**config.mk**
```make
export PLATFORM = sky130hd
export DESIGN_NAME = data_ram_arbiter
export DESIGN_NICKNAME = d
export VERILOG_FILES = /design/src/rtl/data_ram_arbiter_pkg.sv /design/src/rtl/data_ram_arbiter_rr_arb2.sv /design/src/rtl/data_ram_arbiter.sv
export SDC_FILE = /design/constraint.sdc
export NUM_CORES = 1
export LEC_CHECK = 0
export CELL_PAD_IN_SITES_DETAIL_PLACEMENT = 0
export CELL_PAD_IN_SITES_GLOBAL_PLACEMENT = 1
export CORE_MARGIN = 4
export CORE_UTILIZATION = 14
export DETAILED_ROUTE_END_ITERATION = 10
export HOLD_SLACK_MARGIN = 0.03
export PLACE_DENSITY_LB_ADDON = 0.1
export SLEW_MARGIN = 20
export SYNTH_ARGS = -nofsm -noshare
export SYNTH_HDL_FRONTEND = slang
export SYNTH_SLANG_ARGS = --single-unit
```
**constraint.sdc**
```tcl
create_clock -name clk -period 2.2 [get_ports clk]
set_clock_uncertainty 0.1 [all_clocks]
set_input_delay 0.44 -clock clk [delete_from_list [all_inputs] [get_ports clk]]
set_output_delay 0.44 -clock clk [all_outputs]
set_load 0.02 [all_outputs]
```
**src/rtl/data_ram_arbiter_pkg.sv**
```systemverilog
// Shared constants for the data RAM arbiter: port ids, FSM states, lock bound.
package data_ram_arbiter_pkg;

    localparam int unsigned PORT_P       = 0;
    localparam int unsigned PORT_H       = 1;
    localparam int unsigned LOCK_MAX_DEF = 8;

    typedef enum logic {
        ARB   = 1'b0,
        HLOCK = 1'b1
    } arb_state_t;

endpackage

```
**src/rtl/data_ram_arbiter_rr_arb2.sv**
```systemverilog
// Two-way round-robin grant; the port that did not win the last contended grant wins the next one.
module rr_arb2 (
    input  logic i_clk,
    input  logic i_rst,
    input  logic i_req_p,
    input  logic i_req_h,
    input  logic i_force_h,
    output logic o_gnt_p,
    output logic o_gnt_h
);

    logic r_last_h;
    logic w_both;

    assign w_both  = i_req_p && i_req_h;
    assign o_gnt_p = i_req_p && (!i_req_h || r_last_h);
    assign o_gnt_h = i_req_h && !o_gnt_p;

    // i_force_h marks H as last winner so P takes the first conflict after a lock
    always_ff @(posedge i_clk) begin
        if (i_rst) begin
            r_last_h <= 1'b1;
        end else if (i_force_h) begin
            r_last_h <= 1'b1;
        end else if (w_both) begin
            r_last_h <= o_gnt_h;
        end
    end

endmodule

```
**src/rtl/data_ram_arbiter.sv**
```systemverilog
// Shares the single-port data RAM between core port P and host port H, with a bounded host lock.
module data_ram_arbiter
    import data_ram_arbiter_pkg::*;
#(
    parameter int unsigned ADDR_W   = 7,
    parameter int unsigned DATA_W   = 16,
    parameter int unsigned LOCK_MAX = LOCK_MAX_DEF
) (
    input  logic              clk,
    input  logic              rst,
    input  logic              p_valid,
    input  logic              p_we,
    input  logic [ADDR_W-1:0] p_addr,
    input  logic [DATA_W-1:0] p_wdata,
    output logic              p_ready,
    output logic              p_rvalid,
    output logic [DATA_W-1:0] p_rdata,
    input  logic              h_valid,
    input  logic              h_we,
    input  logic [ADDR_W-1:0] h_addr,
    input  logic [DATA_W-1:0] h_wdata,
    output logic              h_ready,
    output logic              h_rvalid,
    output logic [DATA_W-1:0] h_rdata,
    input  logic              h_lock,
    output logic              h_lock_lost,
    output logic              ram_re,
    output logic              ram_we,
    output logic [ADDR_W-1:0] ram_addr,
    output logic [DATA_W-1:0] ram_din,
    input  logic [DATA_W-1:0] ram_dout
);

    localparam int unsigned CNT_W = $clog2(LOCK_MAX + 1);

    arb_state_t       r_state;
    logic [CNT_W-1:0] r_lock_cnt;
    logic             r_relock_blk;
    logic             r_rd_pend;
    logic             r_rd_tag;

    logic w_req_p;
    logic w_req_h;
    logic w_gnt_p;
    logic w_gnt_h;
    logic w_lock_enter;
    logic w_lost;

    assign w_req_p = p_valid && !rst && (r_state == ARB);
    assign w_req_h = h_valid && !rst;

    assign w_lock_enter = (r_state == ARB) && h_lock && w_gnt_h && !r_relock_blk;
    assign w_lost       = !rst && (r_state == HLOCK) && h_lock
                          && (r_lock_cnt == CNT_W'(LOCK_MAX - 1));

    rr_arb2 u_rr_arb2 (
        .i_clk     (clk),
        .i_rst     (rst),
        .i_req_p   (w_req_p),
        .i_req_h   (w_req_h),
        .i_force_h (w_lock_enter),
        .o_gnt_p   (w_gnt_p),
        .o_gnt_h   (w_gnt_h)
    );

    always_ff @(posedge clk) begin
        if (rst) begin
            r_state      <= ARB;
            r_lock_cnt   <= '0;
            r_relock_blk <= 1'b0;
            r_rd_pend    <= 1'b0;
            r_rd_tag     <= 1'b0;
        end else begin
            r_rd_pend <= (w_gnt_p && !p_we) || (w_gnt_h && !h_we);
            r_rd_tag  <= w_gnt_h ? 1'(PORT_H) : 1'(PORT_P);

            case (r_state)
                ARB: begin
                    if (w_lock_enter) begin
                        r_state    <= HLOCK;
                        r_lock_cnt <= '0;
                    end
                end
                HLOCK: begin
                    if (!h_lock) begin
                        r_state <= ARB;
                    end else if (w_lost) begin
                        r_state      <= ARB;
                        r_relock_blk <= 1'b1;
                    end else begin
                        r_lock_cnt <= r_lock_cnt + 1'b1;
                    end
                end
                default: r_state <= ARB;
            endcase

            // a timed-out lock may only be re-taken after H drops h_lock
            if (!h_lock) begin
                r_relock_blk <= 1'b0;
            end
        end
    end

    always_comb begin
        ram_re   = 1'b0;
        ram_we   = 1'b0;
        ram_addr = '0;
        ram_din  = '0;
        if (w_gnt_p) begin
            ram_re   = !p_we;
            ram_we   = p_we;
            ram_addr = p_addr;
            ram_din  = p_wdata;
        end else if (w_gnt_h) begin
            ram_re   = !h_we;
            ram_we   = h_we;
            ram_addr = h_addr;
            ram_din  = h_wdata;
        end
    end

    assign p_ready     = w_gnt_p;
    assign h_ready     = w_gnt_h;
    assign h_lock_lost = w_lost;

    assign p_rvalid = !rst && r_rd_pend && (r_rd_tag == 1'(PORT_P));
    assign h_rvalid = !rst && r_rd_pend && (r_rd_tag == 1'(PORT_H));
    assign p_rdata  = p_rvalid ? ram_dout : '0;
    assign h_rdata  = h_rvalid ? ram_dout : '0;

endmodule

```
# After elaboration in Yosys (flattened, before gate mapping)
# Cells that the tools add are included.
dict set report classes {
  n_addsub 1
  n_eq_ne 4
  muxes 19
  n_bitwise 3
  n_reduce_logical 29
}
# operator n
set op_table {}
lappend op_table {{$mux 16} 4}
lappend op_table {{$logic_and 1x1->1} 17}
lappend op_table {{$mux 7} 2}
lappend op_table {{$mux 4} 3}
lappend op_table {{$mux 1} 8}
lappend op_table {{$pmux 4 s2} 1}
lappend op_table {{$logic_not 1->1} 6}
lappend op_table {{$add 4x1->4 const B} 1}
lappend op_table {{$eq 4x3->1 const B} 1}
lappend op_table {{$ne 2x2->1 const B} 2}
lappend op_table {{$reduce_or 2->1} 2}
lappend op_table {{$not 1->1} 3}
lappend op_table {{$reduce_and 3->1} 1}
lappend op_table {{$logic_or 1x1->1} 2}
lappend op_table {{$ne 2x1->1 const B} 1}
lappend op_table {{$pmux 1 s2} 1}
lappend op_table {{$reduce_and 2->1} 1}
dict set report word_totals {
  register_bits 9
  input_bits 69
  output_inout_bits 62
  elab_cells 62
}

# Logic depth before layout (Yosys ltp)
# Gate-level depths: netlist of run 1.
dict set report logic_depth {
  depth_word 11
  depth_mapped 6
  mapped_depth_nobuf 4
}

# By module
# From an unflattened synthesis of run 1, not the netlist that was laid out.
dict set report unflattened {
  cells_unflattened 121
  area_unflattened_um2 938.4
}
# module instances cells_each area_per_inst_um2 seq_area_each_um2
set modules_own_cells {}
lappend modules_own_cells {data_ram_arbiter 1 113 875.8 160.2}
lappend modules_own_cells {rr_arb2 1 8 62.6 20.0}

# Worst setup path after synthesis of run 1
# OpenSTA, ideal clock, no wires.
dict set report synth_timing {
  path_kind {input to output}
  start {input rst}
  end {output ram_re}
  arrival_ns 1.781
  required_time_ns 1.660
  path_slack_ns -0.121
  cell_stages 6
  path_buffers 2
  path_cell_list {buf_6 -> nor2b_1 -> a21boi_2 -> buf_2 -> inv_1 -> o22ai_1}
}
dict set report synth_between {
  elab_chain_len 9
  word_cells_on_any_way 11
  classes_between {2 x mux; 9 x reduce/logical}
}
# element line
set synth_lines {}
lappend synth_lines {{from (decl)} data_ram_arbiter.sv:10} ;# input logic rst,
lappend synth_lines {{$logic_not 1->1 *} {data_ram_arbiter.sv:49, data_ram_arbiter.sv:50}}
lappend synth_lines {{$logic_and 1x1->1} data_ram_arbiter.sv:50} ;# assign w_req_h = h_valid && !rst;
lappend synth_lines {{$logic_not 1->1} data_ram_arbiter_rr_arb2.sv:16} ;# assign o_gnt_p = i_req_p && (!i_req_h || r_last_h);
lappend synth_lines {{$logic_or 1x1->1} data_ram_arbiter_rr_arb2.sv:16}
lappend synth_lines {{$logic_and 1x1->1} data_ram_arbiter_rr_arb2.sv:16}
lappend synth_lines {{$logic_not 1->1} data_ram_arbiter_rr_arb2.sv:17} ;# assign o_gnt_h = i_req_h && !o_gnt_p;
lappend synth_lines {{$logic_and 1x1->1 *} data_ram_arbiter_rr_arb2.sv:17}
lappend synth_lines {{named net h_ready} data_ram_arbiter.sv:22} ;# output logic h_ready,
lappend synth_lines {{$mux 1 *} data_ram_arbiter.sv:114} ;# end else if (w_gnt_h) begin
lappend synth_lines {{$mux 1 *} data_ram_arbiter.sv:109} ;# if (w_gnt_p) begin
lappend synth_lines {{to (decl)} data_ram_arbiter.sv:27} ;# output logic ram_re,
# Mark *: on every way through the listed nets, which the timed path passes. The rest lies on a longest branch.

# Worst setup path after layout of run 1
dict set report layout_timing {
  start {input p_valid}
  end {output ram_din[12]}
}
dict set report layout_between {
  elab_chain_len 7
}
# element line
set layout_lines {}
lappend layout_lines {{from (decl)} data_ram_arbiter.sv:11} ;# input logic p_valid,
lappend layout_lines {{$logic_and 1x1->1 * (2 in a row)} data_ram_arbiter.sv:49} ;# assign w_req_p = p_valid && !rst && (r_state == ARB);
lappend layout_lines {{$logic_and 1x1->1 *} data_ram_arbiter_rr_arb2.sv:16}
lappend layout_lines {{$logic_not 1->1} data_ram_arbiter_rr_arb2.sv:17}
lappend layout_lines {{$logic_and 1x1->1} data_ram_arbiter_rr_arb2.sv:17}
lappend layout_lines {{$mux 16} data_ram_arbiter.sv:114}
lappend layout_lines {{$mux 16 *} data_ram_arbiter.sv:109}
lappend layout_lines {{to (decl)} data_ram_arbiter.sv:30} ;# output logic [DATA_W-1:0] ram_din,
# Every way passes the cells marked *; elsewhere a longest branch is shown, timed or not.

==> flow_results.org, run 1 <==
** Status
- The flow ran to the end, and the final reports show no timing, DRC or antenna violations.

** Setup path
- On the worst path, the slowest cell contributes a delay of 0.21 ns.
- Setup Crit Path Kind :: in -> out
- The critical path contains buffers and inverters numbering 6 combined.
- Crit path required time :: 1.66 ns
- CP max stage cell :: a22o_1
- The startpoint identified for the worst register-to-register timing path is r_lock_cnt[0]$_SDFFE_PP0P_.
- Worst path cell trace :: buf_2, nor2b_4, buf_6, a21boi_4, buf_6, buf_6, buf_16, a22o_1, buf_6
- In this design, the largest share of critical-path delay is due to buffers and inverters.
- Counting stages on the worst path, the most repeated cell is buf_6.
- For the worst setup path, the data arrival time is 1.56 ns.
- Of all nets on the critical path, the largest fanout is 6.
- The worst register-to-register path has a depth of 4.
- Total number of cells along the worst setup path :: 9
- STA classifies the critical path startpoint as an input port.
- The worst setup path is captured at an output pin.
- Tracing the worst setup path back leads to its startpoint at p_valid.

** Drt
- Residual antenna-violating net count after detailed routing :: 0
- Post-detailed-routing wire length :: 4940 um
- For this block, the initial DRC count from the detailed router was 64.
- The first detailed-routing pass took 4 iterations.
- After detailed routing, the average wire length per cell comes to 14.11 um.
- Signal routing reaches up to met4.
- The routed design uses 2429 um of met2 wire.
- The final route contains 1,497 vias.
- Metal3 WL :: 569 um
- After detailed routing, the number of vias per cell comes to 4.277.
- Detailed-routing wirelength on met1 :: 1918 um
- Residual DRC count :: 0

** Synthesis
- Of the post-synthesis cell area, the dominant cell type holds 0.2132.
- Count of flip-flops with a built-in enable after synthesis :: 0
- Each instance of the synthesized netlist takes up on average 7.807 um2.
- During synthesis, Yosys emitted a total of 0 warnings.
- The synthesized netlist contains 37 unique library cells.
- Most used standard cell by instance count after synthesis :: and2_1
- Counting flops with an async set or reset pin after synthesis yields a share of 0.
- Gate count after technology mapping :: 121
- Most used DFF post-synth :: dfxtp_1
- The synthesized netlist occupies a cell area of 944.7 um2.
- Synthesis produced a netlist with a net count of 191.
- In the post-synthesis netlist, the biggest area contributors are a22o_1, and2_1, dfxtp_1.
- Cell taking the most area after synthesis :: a22o_1
- In this run, synthesis produced a sequential element count of 9.
- Of the synthesized area, sequential elements account for 0.1907.
- In the synthesized netlist, the cells that appear most often are and2_1, a22o_1, dfxtp_1.

** Timing
- For the final routed database, the setup TNS stands at 0 ns.
- In the post-route analysis, the smallest setup slack over all paths is 0.09649 ns.
- Subtracting the final worst setup slack from the clock period gives 2.104 ns.
- Highest clock rate :: 475.4 MHz
- Setup repair after global routing missed its margin :: false
- Slew HR :: 0.8405
- Fin crit share :: 0.9561
- Setup violations remaining at the end of the flow were counted as 0.
- Final Hold Viols :: 0
- Number of pins with negative max-slew slack in the final report :: 0
- For the pin with the worst max-slew slack, the measured transition is 0.2389 ns.

** Flow run
- Max-cap violations :: 0

** Power
- The share of total power dissipated in the clock network is 0.239.
- Of the total power, the share spent switching nets is 0.2989.
- For this design the static power due to leakage is 1.220 nW.
- IR analysis of the VDD net gives a maximum drop of 0.1671 mV.
- For this design the ratio of total power to cell area is 298.8 nW/um2.
- The share of total power dissipated in combinational logic is 0.547.
- Share of total power in sequential cells :: 0.214
- Switching power of the nets :: 241.8 uW
- The internal portion of the total power is 567.2 uW.
- The design draws 809.0 uW.

** Clocking
- The clock reaches the later pin of the worst-skew pair after 0.23 ns.
- The tree is rooted in a clkbuf_8.
- In this run, CTS created clock tree buffers numbering 3.
- After clock tree synthesis, the clock-pin slew on the worst setup and hold paths is 0.05 ns.
- TritonCTS built the clock tree.
- For this design, the sink count on the clock tree is 9.
- Number of buffers on the longest clock path :: 2
- H-tree depth :: 1

** Cells and area
- The area growth from synthesis to layout is 186.6%.
- Post-route design area :: 2708 um2
- Final Util :: 0.4192
- Of the cells placed in the final design, the portion with a size suffix greater than 1 is 0.2967.
- The net count of the finished layout is 344.
- Antenna Diode Count :: 0

** Floorplanning
- In this run the count of I/O pins placed on the die edge is 131.
- Chip Width :: 90.15 um
- Floorplan core area :: 6459 um2
- The floorplan step defined a die boundary enclosing 8126 um2.
- Chip Height :: 90.15 um
- The floorplan has 29 rows.
- For this configuration, the core starts out at a cell density of 0.1463.

** GRT
- The total overflow left after global routing is 0.
- The first global-routing pass estimated 7590 um of wire.
- Maximum number of pins on one net before global-route repair :: 18
- For this run, the total global-route usage over all layers was measured as 0.1153.
- The number of antenna violations at the first check in global routing is 0.
- The number of global-route vias before repair was 1,430.

** Placed design
- Post-DP HPWL :: 3713 um
- Port buffering added 130 buffers.
- Once placement finished, the instance area stood at 2441 um2.
- At the end of routability-driven placement, the weighted congestion stood at 0.7781.
- Pre-CTS setup slack :: -0.7514 ns

** Worst hold path
- In this run the most critical hold path is launched from r_relock_blk$_SDFFE_PP0P_.
- Class of the tightest hold or removal check :: reg -> reg
- Hold depth :: 2
cells by family (layout without fill, tap and decap cells):
| group | Yosys count | in the layout | synth area share |
|---|---|---|---|
| compound gates | 41 | 41 | 0.3510 |
| flops | 9 | 9 | 0.1907 |
| fa+ha+maj | 1 | 1 | 0.01324 |
| buf+inv | 15 | 167 | 0.08211 |
| simple gates | 55 | 55 | 0.3629 |
final cells by class:
| type | count | area [um2] |
|---|---|---|
| Timing Repair Buffer | 157 | 1625 |
| Inverter | 6 | 27.53 |
| Multi-Input combinational cell | 97 | 732.0 |
| Sequential cell | 9 | 181.4 |
| Clock buffer | 4 | 45.04 |
| Tap cell | 77 | 96.34 |
| Fill cell | 666 | 3751 |
through the flow:
step	std cells	hold slack, ns
detailed placement	333	0.3380
floorplan	121	0.3250
global placement	333	0.3342
CTS	351	0.3468
global route	350	0.3716
finish	350	0.3472
flip-flops by register name, summed over array words and instances, names as in the netlist:
signal	count
r_lock_cnt	4
r_rd_pend	1
r_rd_tag	1
r_relock_blk	1
r_state	1
u_rr_arb2.r_last_h	1
power by group through the flow:
stage          Sequential, mW  Clock (mW)  Combinational [mW]
2_1_floorplan           0.174           0               0.142
3_3_place_gp            0.174           0               0.391
3_5_place_dp            0.174           0               0.389
4_1_cts                 0.172       0.204               0.449
5_1_grt                 0.174       0.214               0.468
6_report                0.173       0.193               0.442
layout by cell type (no fill, tap or decap), drive strengths merged, types with 2 or more instances in the layout:
master and n:
dlygate4sd2 15, a21boi 2, o22ai 2, a22o 23
nor2b 4, o21ai 2, clkdlybuf4s50 65, a21oi 4
inv 6, nand2 5, nand3 4, and2 32
dfxtp 9, nor3b 2, clkdlybuf4s15 19, buf 55
nor2 3, clkbuf 7
path summary, 6_finish.rpt:
path / slack, ns / end
setup / recovery: 0.1 / ram_din[12]
hold / removal: 0.35 / r_relock_blk$_SDFFE_PP0P_
setup reg to reg: 0.53 / r_lock_cnt[3]$_SDFFE_PP0P_
hold reg to reg: 0.35 / r_relock_blk$_SDFFE_PP0P_
metal layers:
layer  up-vias  GRT usage
met5         -          0
met4         0    0.01531
met3         2    0.04841
met2        90     0.2134
met1       656     0.1247
li1        749          -
tightest hold or removal path: cells and delay by family, from the launching register on:
family | cells | cell delay, ns
DFF | 1 | 0.31
AOI/OAI and AO/OA | 1 | 0.05
buffers and inverters | 1 | 0.05
what timing repair did:
item,4_1_cts,5_1_grt
cloned,6,0
gates resized for setup,241,7
setup endpoints to repair,62,51
hold buffers,0,0
setup buffers,8,0
pin swaps,19,1
(Power assumes the default switching activity.)
==> run 2: changes to the inputs <==
- ABC_AREA: unset -> 1
- CORE_UTILIZATION: 14 -> 15
==> flow_results.org, run 2 <==
** Cells and area
- The register with the most flip-flops in the final layout is r_lock_cnt.
- Leading cell type in the layout, fill and taps excluded :: clkdlybuf4s50_1
- The net count of the finished layout is 376.
- Post-layout instance count excluding filler cells :: 382
- The top cell types in the final layout, fill and taps aside, are clkdlybuf4s50_1, nor2_1, buf_4, inv_1, clkdlybuf4s15_2.
- Area taken by multi-input logic gates :: 660.6 um2
- The number of antenna diodes in the final layout is 0.
- The filler cells instantiated in the layout total 680.
- Area added between synthesis and finish :: 153.5%
- The register with the most flip-flops in the layout has 4 of them.
- Measured on the finished design, the core utilization comes to 0.3970.
- Of the cells placed in the final design, the portion with a size suffix greater than 1 is 0.3639.
- Across the whole layout, storage elements account for 180.2 um2.

** Timing
- Final Hold Viols :: 0
- Measured against its own limit, the worst slew margin works out to 0.8371.
- Setup Viol. Count Final :: 0
- The final count of pins violating max slew is 0.
- Final-layout worst hold slack :: 0.3555 ns
- Highest clock rate :: 471.0 MHz
- For the pin with the worst max-slew slack, the measured transition is 0.2426 ns.
- Setup repair after global routing missed its margin :: true
- For the final routed database, the setup TNS stands at 0 ns.
- Fin crit share :: 0.9650
- Clock period minus final worst setup slack :: 2.123 ns

** Clocking
- Clock network latency to the later pin of the worst-skew pair :: 0.23 ns
- The tree built by TritonCTS fans out to 9 sinks.
- No sink is reached through more buffers than the 2 on the longest clock path.
- H-tree depth :: 1
- For this design, the CTS-stage hold fixing added 0 buffers.
- TritonCTS built the clock tree.
- Clock tree synthesis inserted a total of 3 buffers.
- After clock tree synthesis, the clock-pin slew on the worst setup and hold paths is 0.05 ns.
- Buffer type at the clock tree root :: clkbuf_8

** Power
- For this design the ratio of total power to cell area is 313.2 nW/um2.
- For this design the total switching power over the nets is 259.7 uW.
- Of the total power, registers draw 0.223.
- Of the total power, combinational logic draws 0.536.
- Maximum resistive drop on vdd :: 0.1179 mV
- Pleak :: 1.239 nW
- The share of total power dissipated in the clock network is 0.241.
- The internal portion of the total power is 538.9 uW.
- Overall power consumption after layout is estimated at 798.6 uW.
- Sw Ratio :: 0.3252

** GRT
- In the global route stage, overall resource usage came out at 0.1171.
- Initial antenna violation count :: 0
- The total overflow left after global routing is 0.
- First-pass GRT wire length :: 7907 um
- The number of global-route vias before repair is 1,595.
- Entering global routing, the biggest net connects 17 pins.

** Floorplanning
- Chip Height :: 89.89 um
- In this run the standard cell core region covers 6422 um2.
- The die covers 8080 um2.
- Effective utilization at floorplan :: 0.1566
- The die is 89.89 um wide.
- The initialized floorplan defines 29 standard-cell rows.
- IO Count :: 131

** Synthesis
- When the netlist entered floorplanning its net count stood at 225.
- Of the post-synthesis cell area, the part taken by muxes is 0.
- In this run the cell area of the synthesized design comes to 1006 um2.
- Count of flip-flops with a built-in enable after synthesis :: 0
- The compound-gate portion of the synthesized area was 0.2637.
- Number of synthesis warnings :: 0
- Post-Synth XOR/XNOR Area :: 0
- Part of the Yosys area used for sequential elements :: 0.1791
- Among all cell types in the netlist, the one instantiated most often is nor2_1.
- Synthesized-area fraction occupied by and/or/nand/nor cells :: 0.3607
- The synthesized design spends more area on one cell type than any other, namely dfxtp_1.
- Most used DFF post-synth :: dfxtp_1
- Proportion of register bits with asynchronous set or reset after synthesis :: 0
- The share of synthesized area in the top cell type comes to 0.1791.
- Number of distinct library cell variants in the gate-level netlist after synthesis :: 26
- Top post-synthesis cells by count :: nor2_1, inv_1, a22o_1
- After technology mapping, the gate count stands at 155.
- Of the total synthesized cell area, the portion taken by full adders, half adders and majority gates is 0.01244.
- Synthesis inferred 9 register bits.
- Biggest area contributors in the synthesized netlist :: dfxtp_1, nor2_1, a22o_1
- The average instance in the mapped netlist occupies 6.490 um2.
- Dominant combinational cell family by area after synthesis :: simple AND/OR/NAND/NOR gates

** Setup path
- Critical Path Source Type :: input port
- Arrival @ worst endpoint :: 1.58 ns
- Beginning of the worst register-to-register path :: r_lock_cnt[0]$_SDFFE_PP0P_
- Start point of the critical path :: rst
- Critical Path Sink Type :: output pin
- Maximum fanout count along the critical path :: 7
- Setup Crit Path Kind :: in -> out
- Crit path required time :: 1.66 ns

** Drt
- For this block, wires on met1 add up to 1873 um.
- Detailed router's first-iteration violation count :: 34
- Residual antenna-violating net count after detailed routing :: 0
- After detailed routing, the average wire length per cell comes to 12.85 um.
- Met2 wirelength from detailed routing :: 2477 um
- DRT Pass-1 Iters :: 2
- For this run, design rule violations remaining after detail routing come to 0.
- After detailed routing, the total wire length is 4908 um.
- Summing over every cut layer, the via total after detailed routing is 1,570.
- Metal3 WL :: 482 um
- Routed signal wires occupy layers up through met4.
- After detailed routing, the number of vias per cell comes to 4.110.

** Placed design
- Once placement completed, the tool counted placed cells totaling 375.
- Routability-driven placement finished with a final weighted congestion of 0.7542.
- Post-DP HPWL :: 4187 um
- Buffers on Ports :: 130

** Worst hold path
- In this run the most critical hold path is launched from r_relock_blk$_SDFFE_PP0P_.
- The tightest min-delay check is of the reg -> reg type.

** Flow run
- Across the run, the number of max-cap violations was 0.

** Status
- The flow ran to the end, and the final reports show no timing, DRC or antenna violations.
[run 2: cell count changes in the layout (fill, tap and decap cells not counted), sizes merged, moves of 2 or more]
cell,previous run,this run
dlygate4sd2,15,1
nor2b,4,0
nand2,5,15
nor3b,2,0
clkdlybuf4s15,19,29
nor2,3,49
inv,6,32
nor3,1,4
nand3b,0,2
and2,32,0
[run 2: power by group through the flow]
stage               combinational (mW)  sequential, mW  clock, mW
floorplan                        0.181           0.180          0
global placement                 0.435           0.181          0
detailed placement               0.434           0.181          0
CTS                              0.433           0.178      0.202
global route                     0.460           0.179      0.217
finish                           0.428           0.178      0.192
[run 2: worst paths after layout]
kind	endpoint	slack (ns)	depth (start not counted)
setup / recovery	ram_addr[6]	0.08	7
hold / removal	r_relock_blk$_SDFFE_PP0P_	0.36	2
setup reg to reg	r_lock_cnt[2]$_SDFFE_PP0P_	0.70	9
hold reg to reg	r_relock_blk$_SDFFE_PP0P_	0.36	2
[run 2: cell type report]
type / count / area share
multi-input combinational: 107 / 0.2591
clock inverter: 1 / 0.001963
tap: 77 / 0.03778
clock buffer: 3 / 0.01619
sequential: 9 / 0.07066
timing repair buffer: 153 / 0.5653
inverter: 32 / 0.04907
[run 2: per-layer routing]
| metal | track usage | vias to the layer above |
|---|---|---|
| li1 | - | 805 |
| met5 | 0 | - |
| met2 | 0.2231 | 85 |
| met1 | 0.1229 | 674 |
| met3 | 0.04174 | 6 |
| met4 | 0.02551 | 0 |
[run 2: timing repair]
item                       in CTS  in global routing
resized for setup             233                 19
cloned                          1                  0
pin swaps                       5                  2
setup buffers                   3                  0
setup endpoints to repair      61                 53
[run 2: logic make-up (layout without fill, tap and decap cells)]
family,Yosys count,in the layout
and+or+nand+nor,74,74
buffers and inverters,39,189
AOI/OAI and AO/OA,32,32
DFF,9,9
adders and majority gates,1,1
[run 2: worst max-delay path, stage by stage]
cell             delay (ns)
clkdlybuf4s15_1        0.23
buf_4                  0.17
nor2_8                 0.05
buf_4                  0.13
buf_4                  0.15
a22o_2                 0.25
buf_4                  0.16
[run 2: metrics by stage]
step	setup WS, ns	instance area [um2]
3_5_place_dp	-0.6432	2499
2_1_floorplan	0.06146	1006
6_report	0.07699	2550
3_3_place_gp	-0.6330	2499
5_1_grt	-0.009067	2550
4_1_cts	0.01222	2590
